<file path="config.mk">
export PLATFORM = sky130hd
export DESIGN_NAME = conv_mac_seq
export DESIGN_NICKNAME = d
export VERILOG_FILES = /design/src/rtl/conv_pkg.sv /design/src/rtl/seq_mult_core.sv /design/src/rtl/conv_mac_seq.sv
export SDC_FILE = /design/constraint.sdc
export NUM_CORES = 1
export LEC_CHECK = 0
export ABC_AREA = 1
export BUFFER_PORTS_ARGS = -buffer_cell sky130_fd_sc_hd__buf_2
export CAP_MARGIN = 0
export CORE_ASPECT_RATIO = 1.1
export CORE_MARGIN = 8
export CORE_UTILIZATION = 35
export DETAILED_ROUTE_END_ITERATION = 16
export PLACE_DENSITY = 0.62
export SYNTH_ARGS = -nofsm -noshare
export SYNTH_HDL_FRONTEND = slang
export SYNTH_SLANG_ARGS = --single-unit
</file>
<file path="constraint.sdc">
create_clock -name clk -period 4.49 [get_ports clk]
set_clock_uncertainty 0.15 [all_clocks]
set_input_delay 0.2245 -clock clk [delete_from_list [all_inputs] [get_ports clk]]
set_output_delay 0.2245 -clock clk [all_outputs]
set_load 0.01 [all_outputs]
</file>
<file path="src/rtl/conv_pkg.sv">
// Shared types and defaults for the convolution pipeline stages.
// Holds the MAC state encoding and the operand extension helper.
package conv_pkg;

    localparam int CONV_DATA_W = 4;
    localparam int CONV_ACC_W  = 16;

    typedef enum logic [1:0] {
        ST_IDLE = 2'b00,
        ST_RUN  = 2'b01,
        ST_FIN  = 2'b10
    } mac_state_e;

    // Extends the low w bits of v to 64 bits, sign- or zero-filled.
    function automatic logic [63:0] conv_ext(
        input logic [31:0] v,
        input int          w,
        input logic        sgn
    );
        logic        fill;
        logic [63:0] r;
        fill = sgn & v[5'(w - 1)];
        r    = {{32{fill}}, v};
        for (int i = 0; i < 32; i++) begin
            if (i >= w) r[i] = fill;
        end
        return r;
    endfunction

endpackage

</file>
<file path="src/rtl/seq_mult_core.sv">
// Radix-2 shift-add multiplier, one multiplier bit per cycle, LSB first.
// Signed mode subtracts on the multiplier MSB for two's-complement.
module seq_mult_core
    import conv_pkg::*;
#(
    parameter int DATA_W = CONV_DATA_W,
    parameter int SIGNED = 1
) (
    input  logic              clk,
    input  logic              rst_n,
    input  logic              start,
    input  logic [DATA_W-1:0] a,
    input  logic [DATA_W-1:0] b,
    output logic              busy,
    output logic              done,
    output logic [2*DATA_W-1:0] prod
);

    localparam int   CW  = $clog2(DATA_W + 1);
    localparam logic SGN = (SIGNED != 0);

    mac_state_e          state_q, state_d;
    logic [DATA_W-1:0]   a_q, a_d;
    logic [DATA_W-1:0]   hi_q, hi_d;
    logic [DATA_W-1:0]   lo_q, lo_d;
    logic [CW-1:0]       cnt_q, cnt_d;
    logic [2*DATA_W-1:0] prod_q, prod_d;

    logic [DATA_W:0] a_ext;
    logic [DATA_W:0] hi_ext;
    logic [DATA_W:0] addend;
    logic [DATA_W:0] sum;
    logic            last;

    always_comb begin
        a_ext  = {SGN & a_q[DATA_W-1], a_q};
        hi_ext = {SGN & hi_q[DATA_W-1], hi_q};
        last   = (cnt_q == CW'(1));
        addend = '0;
        if (lo_q[0]) begin
            addend = (SGN && last) ? (~a_ext + 1'b1) : a_ext;
        end
        // Extra bit keeps the sum exact, so the shift needs no fill.
        sum = hi_ext + addend;
    end

    always_comb begin
        state_d = state_q;
        a_d     = a_q;
        hi_d    = hi_q;
        lo_d    = lo_q;
        cnt_d   = cnt_q;
        prod_d  = prod_q;
        unique case (state_q)
            ST_IDLE: begin
                if (start) begin
                    a_d   = a;
                    lo_d  = b;
                    hi_d  = '0;
                    cnt_d = CW'(DATA_W);
                    if (a == '0 || b == '0) begin
                        prod_d  = '0;
                        state_d = ST_FIN;
                    end else begin
                        state_d = ST_RUN;
                    end
                end
            end
            ST_RUN: begin
                hi_d  = sum[DATA_W:1];
                lo_d  = {sum[0], lo_q[DATA_W-1:1]};
                cnt_d = cnt_q - 1'b1;
                if (last) begin
                    prod_d  = {sum, lo_q[DATA_W-1:1]};
                    state_d = ST_FIN;
                end
            end
            ST_FIN: begin
                state_d = ST_IDLE;
            end
            default: begin
                state_d = ST_IDLE;
            end
        endcase
    end

    always_ff @(posedge clk or negedge rst_n) begin
        if (!rst_n) begin
            state_q <= ST_IDLE;
            a_q     <= '0;
            hi_q    <= '0;
            lo_q    <= '0;
            cnt_q   <= '0;
            prod_q  <= '0;
        end else begin
            state_q <= state_d;
            a_q     <= a_d;
            hi_q    <= hi_d;
            lo_q    <= lo_d;
            cnt_q   <= cnt_d;
            prod_q  <= prod_d;
        end
    end

    assign busy = (state_q != ST_IDLE);
    assign done = (state_q == ST_FIN);
    assign prod = prod_q;

endmodule

</file>
<file path="src/rtl/conv_mac_seq.sv">
// Sequential MAC: wraps the shift-add multiplier with a wide
// accumulator, synchronous clear and a sticky overflow flag.
module conv_mac_seq
    import conv_pkg::*;
#(
    parameter int DATA_W = CONV_DATA_W,
    parameter int ACC_W  = CONV_ACC_W,
    parameter int SIGNED = 1
) (
    input  logic                clk,
    input  logic                rst_n,
    input  logic                start,
    input  logic                accum,
    input  logic                clear_acc,
    input  logic [DATA_W-1:0]   a,
    input  logic [DATA_W-1:0]   b,
    output logic                busy,
    output logic                done,
    output logic [2*DATA_W-1:0] prod,
    output logic [ACC_W-1:0]    acc,
    output logic                acc_ovf
);

    localparam logic SGN = (SIGNED != 0);

    logic             accum_q, accum_d;
    logic [ACC_W-1:0] acc_q, acc_d;
    logic             acc_ovf_q, acc_ovf_d;

    logic [ACC_W-1:0] base;
    logic [ACC_W-1:0] add_v;
    logic [ACC_W:0]   sum;
    logic             ovf_now;

    seq_mult_core #(
        .DATA_W (DATA_W),
        .SIGNED (SIGNED)
    ) u_core (
        .clk   (clk),
        .rst_n (rst_n),
        .start (start),
        .a     (a),
        .b     (b),
        .busy  (busy),
        .done  (done),
        .prod  (prod)
    );

    always_comb begin
        accum_d = (start && !busy) ? accum : accum_q;
    end

    // Clear takes effect before a coincident accumulate.
    always_comb begin
        base  = clear_acc ? '0 : acc_q;
        add_v = ACC_W'(conv_ext(32'(prod), 2 * DATA_W, SGN));
        sum   = {1'b0, base} + {1'b0, add_v};
        if (SGN) begin
            ovf_now = (base[ACC_W-1] == add_v[ACC_W-1]) &&
                      (sum[ACC_W-1] != base[ACC_W-1]);
        end else begin
            ovf_now = sum[ACC_W];
        end
        acc_d     = base;
        acc_ovf_d = clear_acc ? 1'b0 : acc_ovf_q;
        if (done && accum_q) begin
            acc_d     = sum[ACC_W-1:0];
            acc_ovf_d = acc_ovf_d | ovf_now;
        end
    end

    always_ff @(posedge clk or negedge rst_n) begin
        if (!rst_n) begin
            accum_q   <= 1'b0;
            acc_q     <= '0;
            acc_ovf_q <= 1'b0;
        end else begin
            accum_q   <= accum_d;
            acc_q     <= acc_d;
            acc_ovf_q <= acc_ovf_d;
        end
    end

    assign acc     = acc_q;
    assign acc_ovf = acc_ovf_q;

endmodule

</file>
==> qor.txt, run 1 <==
status = completed
worst-skew pair later-pin latency = 310 ps
most common cell in the netlist = nand2_1
fin. max-slew vios = 0
Area after DPL = 3392 um^2
Min Clock Period, post-route = 2580 ps
max-cap viol count = 0
Net Count, Synth = 487
Post-Route Setup TNS = 0 ps
Root Driver = clkbuf_8
design area = 3568 um^2
Nets = 534
Worst Setup End Kind = flip-flop
Routed WL = 7542 um
Pre-Repair DR Iteration Count = 4
clk buf depth = 2
synthesized instance count = 450
GP Congestion = 0.9043
top cells by area, synth = dfrtp_1, nand2_1, inv_1, ha_1, nand3_1
Synth top cells by count = nand2_1, inv_1, dfrtp_1
Antenna Nets Post-Route = 0
largest net degree at the start of global routing = 44
CTS tree = done
final setup fails = 0
WS Path Type = reg2reg
HPWL Detailed = 5858 um
Hold Fails Final Rpt = 0
vias in the first global route = 2,879
Tcrit/Tclk final = 0.5745
Core Area = 8738 um^2
Netlist cell types = 35
relative slew slack = 0.3427
fmax = 0.3876 GHz
input/output buffers = 39
R2R depth = 16
hold path depth = 3
die area = 12,080 um^2
Inserted Clock Buffers = 5
Ant. Diodes = 0
area leader, netlist = dfrtp_1
synthesized area per cell = 6.859 um^2
CTS Sinks = 43
CTS H-tree lvls = 2
Clock Pin Slew Worst Setup and Hold Paths = 100 ps
Final Power = 1.761 mW
io pins = 40
share of the synthesized area in the top cell type = 0.3486
CP max FO = 4
Power Density = 493.4 nW/um^2
Main synth FF type = dfrtp_1
RSZ-0062 raised after global routing = no
Post-CTS Setup Repair Bufs = 0
Hold Buf Count CTS = 6
DR vias = 2,843
Die Y = 114.5 um
Critical Path Start Type = flip-flop
first-pass GRT wire length = 13,210 um
Area Growth Syn to Fin = 15.61%
GRT overflow = 0
Post-route DRC = 0
peak supply drop = 300.4 uV
layout cells sized above 1 = 0.1386
total track usage = 0.1336
WP data required = 4530 ps
Rows = 36
Leak = 2.086 nW
worst hold path type = in2reg
Die Wd = 105.5 um
Via density = 4.645
mapped cell area = 3087 um^2
routed wire length per instance = 12.32 um
Post-synth ARST share = 1.000
Worst-Margin Slew = 986.0 ps
Yosys warning count = 0
number of enable flip-flop cells after synthesis = 0
Starting DRT DRC Count = 86
post-synthesis sequential area ratio = 0.3486
Yosys reg bits = 43
Worst EP arrival = 2620 ps
initial antenna violation count = 0
Resize count post-CTS = 0
Starting Density = 0.3532
[path summary, 6_finish.rpt]
check,slack [ps],endpoint,start
setup / recovery,1910,u_core.hi_q[3],u_core.cnt_q[1]
setup reg to reg,1910,u_core.hi_q[3],u_core.cnt_q[1]
min in group asynchronous,440,acc[2],rst_n
hold reg to reg,340,acc_ovf,acc_ovf
hold / removal,6,u_core.lo_q[2],b[2]
max in group asynchronous,3120,u_core.hi_q[3],rst_n
[kinds of logic (layout without fill, tap and decap cells)]
logic type               count (synthesis)  in the layout  synth area share
adder cells (fa/ha/maj)                 24             24            0.1021
buffers and inverters                   91            139            0.1159
XOR/XNOR                                 4              4           0.01135
AND/OR/NAND/NOR                        234            234            0.3223
AO/OA/AOI/OAI                           54             54           0.09972
flip-flops                              43             43            0.3486
[stage by stage]
step           utilization  hold WS [ps]  instances  setup WS, ps
6_report            0.4084         6.439        612          1910
5_1_grt             0.4084         11.79        612          1585
4_1_cts             0.4084         10.06        612          1902
3_5_place_dp        0.3882         291.9        598          1948
3_3_place_gp        0.3882         287.8        598          2099
2_1_floorplan            -        -221.1        450          2231
[worst max-delay path: stages (launching register included)]
cell,delay [ps]
dfrtp_1,370
inv_1,80
ha_1,160
inv_1,40
nor2_1,190
nor2_1,60
nor3_1,230
inv_1,110
fa_1,410
inv_1,90
nand3_1,90
nand3_1,130
nand2_1,70
nand3_1,60
nand2_1,70
nand2_1,50
o21ai_0,70
[layout make-up]
| class | instances | area, um^2 |
|---|---|---|
| repair buffers | 45 | 255.2 |
| inverters | 86 | 325.3 |
| fillers | 968 | 5170 |
| well taps | 114 | 142.6 |
| clock buffers | 5 | 68.82 |
| flip-flops and latches | 43 | 1076 |
| multi-input cells | 316 | 1653 |
| clock inverters | 3 | 47.55 |
[placed cells by master (no fill, tap or decap), types with 2 or more instances in the layout]
| cell type | count |
|---|---|
| nand3_1 | 34 |
| clkbuf_8 | 5 |
| nand4_1 | 2 |
| o31ai_1 | 2 |
| xnor2_1 | 2 |
| buf_2 | 39 |
| o21ai_1 | 2 |
| a21oi_1 | 15 |
| inv_2 | 4 |
| o22ai_1 | 2 |
| nor2_1 | 30 |
| nand2_1 | 151 |
| fa_1 | 2 |
| o21ai_0 | 24 |
| inv_1 | 81 |
| xor2_1 | 2 |
| dfrtp_1 | 43 |
| ha_1 | 22 |
| nor2_4 | 2 |
| or2_2 | 4 |
| nand2_2 | 2 |
| dlygate4sd3_1 | 6 |
| o21ai_2 | 6 |
| nor3_1 | 3 |
[per-layer routing]
metal	part of all wire	GRT usage	routed length [um]
met1	0.44	0.1508	3350
met2	0.48	0.2365	3657
met3	0.038	0.02646	290
met4	0.032	0.06291	243
met5	0	0	0
[report_power, final]
group	internal [mW]	switching [mW]	leakage, nW
Clock	0.169	0.160	0.0587
Combinational	0.295	0.533	1.46
Sequential	0.504	0.0998	0.565
Total	0.968	0.793	2.09
[state kept, by name, indices dropped and copies added (netlist names)]
| register | count |
|---|---|
| u_core.prod | 8 |
| u_core.lo_q | 4 |
| u_core.a_q | 4 |
| u_core.state_q | 2 |
| acc_ovf | 1 |
| accum_q | 1 |
| acc | 16 |
| u_core.hi_q | 4 |
| u_core.cnt_q | 3 |
No activity file was read; power rests on OpenSTA's default activity.
==> inputs of run 2 (changes only) <==
--- a/config.mk
+++ b/config.mk
@@ -12,7 +12,7 @@
 export CORE_MARGIN = 8
 export CORE_UTILIZATION = 35
 export DETAILED_ROUTE_END_ITERATION = 16
-export PLACE_DENSITY = 0.62
+export PLACE_DENSITY = 0.64
 export SYNTH_ARGS = -nofsm -noshare
 export SYNTH_HDL_FRONTEND = slang
 export SYNTH_SLANG_ARGS = --single-unit
==> constraint.sdc (replaced) <==
create_clock -name clk -period 2.3 [get_ports clk]
set_clock_uncertainty 0.15 [all_clocks]
set_input_delay 0.115 -clock clk [delete_from_list [all_inputs] [get_ports clk]]
set_output_delay 0.115 -clock clk [all_outputs]
set_load 0.01 [all_outputs]
==> qor.txt, run 2 (synthesized netlist as in run 1, its figures left out) <==
WS Path Type = reg2reg
Die Wd = 105.5 um (unchanged)
Die Y = 114.5 um (unchanged)
Via density = 4.747 (+2.2%)
Leak = 2.170 nW (+4.0%)
die area = 12,080 um^2 (unchanged)
design area = 3789 um^2 (+6.2%)
Rows = 36 (unchanged)
Worst-Margin Slew = 418.8 ps (-567.2 ps)
Final Util = 0.4336 (+0.02520)
CTS H-tree lvls = 2 (unchanged)
origin of the critical flop-to-flop path = u_core.cnt_q[1]
HPWL Detailed = 6008 um (+2.6%)
area of the multi-input gates = 1720 um^2 (+4.1%)
input/output buffers = 39 (unchanged)
CP max FO = 3 (-1)
register area = 1077 um^2 (+0.12%)
GRT overflow = 0 (unchanged)
peak supply drop = 537.2 uV (+79%)
Power Density = 974.8 nW/um^2 (+98%)
Routed WL = 7919 um (+5.0%)
Min Clock Period, post-route = 2270 ps (-309.5 ps)
Clock Pin Slew Worst Setup and Hold Paths = 90 ps (about the same)
WP data required = 2350 ps (-2180 ps)
Critical Path Most Common Cell = nand2_1
commonest non-fill, non-tap cell in the layout = nand2_1
Crit-path slowest cell = dfrtp_1
Area after DPL = 3472 um^2 (+2.4%)
routed wire length per instance = 12.61 um (+2.3%)
most frequent cells in the layout = nand2_1, inv_1, dfrtp_1, buf_2, nand3_1
fmax = 0.4405 GHz (+14%)
hold slack = 47.33 ps (+40.90 ps)
worst stage delay on the critical path = 380 ps (-30 ps)
crit path launch = u_core.cnt_q[1]
Starting DRT DRC Count = 92 (+7.0%)
final setup fails = 0 (unchanged)
Post-route DRC = 0 (unchanged)
Starting Density = 0.3532 (unchanged)
Pre-Repair DR Iteration Count = 4 (unchanged)
RSZ-0062 raised after global routing = yes
dpl cells = 607 (+1.5%)
layout cells sized above 1 = 0.1965 (+0.05794)
initial antenna violation count = 0 (unchanged)
vias in the first global route = 2,982 (+3.6%)
status = completed
Inserted Clock Buffers = 5 (unchanged)
CTS Sinks = 43 (unchanged)
Tcrit/Tclk final = 0.9870 (+0.4125)
Fillers = 909 (-6.1%)
Worst EP arrival = 2320 ps (-300 ps)
worst-skew pair later-pin latency = 310 ps (about the same)
Ant. Diodes = 0 (unchanged)
fin cells = 628 (+2.6%)
Area Growth Syn to Fin = 22.74%
Final Power = 3.693 mW (+110%)
GP Congestion = 0.9076 (+0.36%)
first-pass GRT wire length = 13,660 um (+3.4%)
Largest register FFs = 16 (unchanged)
Nets = 550 (+3.0%)
relative slew slack = 0.7198 (+0.3771)
clk buf depth = 2 (unchanged)
DR vias = 2,981 (+4.9%)
R2R depth = 16 (unchanged)
io pins = 40 (unchanged)
CTS tree = done
Critical Path Start Type = flip-flop
total track usage = 0.1394 (+0.005819)
Root Driver = clkbuf_8
hold path depth = 4 (+1)
worst path cell trace = inv_2, ha_4, inv_2, nor2_4, o31ai_1, o21ai_1, a21oi_1, ha_1, a21oi_2, nand2_1, nand2_1, nand2_1, nand3_2, nand2_2, nand2_1, o21ai_1
largest net degree at the start of global routing = 44 (unchanged)
worst hold path type = in2reg
max-cap viol count = 0 (unchanged)
fin. max-slew vios = 0 (unchanged)
Hold Fails Final Rpt = 0 (unchanged)
Worst Setup End Kind = flip-flop
Antenna Nets Post-Route = 0 (unchanged)
Core Area = 8738 um^2 (unchanged)
hold path startpoint = clear_acc
## run 2: final cells by class
cell class / count / area share
multi-input cells: 316 / 0.4541
flip-flops and latches: 43 / 0.2843
repair buffers: 61 / 0.1060
inverters: 86 / 0.08587
well taps: 114 / 0.03765
clock buffers: 6 / 0.02180
clock inverters: 2 / 0.01024
## run 2: metrics by stage
step	setup TNS [ps]	worst slack [ps]
after floorplan	0	40.52
after global placement	-22.36	-15.41
after detailed placement	-205.8	-118.7
after CTS	0	3.853
after global routing	-385.2	-164.9
final	0	29.88
## run 2: repair_timing
action	4_1_cts	5_1_grt
resized for setup	5	22
endpoints found under the hold margin	52	0
setup endpoints to repair	2	12
cloned	0	0
hold buffers	10	0
pin swaps	2	11
buffers inserted	1	2
## run 2: critical path, delay by kind of cell (launching register included)
| family | cells | cell delay, ps |
|---|---|---|
| AOI/OAI and AO/OA | 5 | 550 |
| and+or+nand+nor | 7 | 510 |
| adders and majority gates | 2 | 460 |
| DFF | 1 | 380 |
| buffers and inverters | 2 | 110 |
## run 2: final timing paths
check                           slack (ps)        endpoint
worst max-delay path                    30  u_core.hi_q[3]
worst min-delay path                    50         acc_ovf
worst max register to register          30  u_core.hi_q[3]
worst min register to register         350  u_core.lo_q[2]
max in group asynchronous             1620  u_core.prod[7]
min in group asynchronous              140          acc[4]
## run 2: layer usage
metal  part of all wire  vias up  routed length, um  track usage
li1                   -     1529                  -            -
met1               0.42     1371               3294       0.1525
met2               0.51       62               4066       0.2516
met3              0.048       19                380      0.03491
met4              0.022        0                177      0.05634
met5                  0        -                  0            0
## run 2: power breakdown
part	switching, mW	total (mW)	internal [mW]
registers	0.207	1.19	0.985
clock network	0.300	0.658	0.358
logic	1.14	1.84	0.700
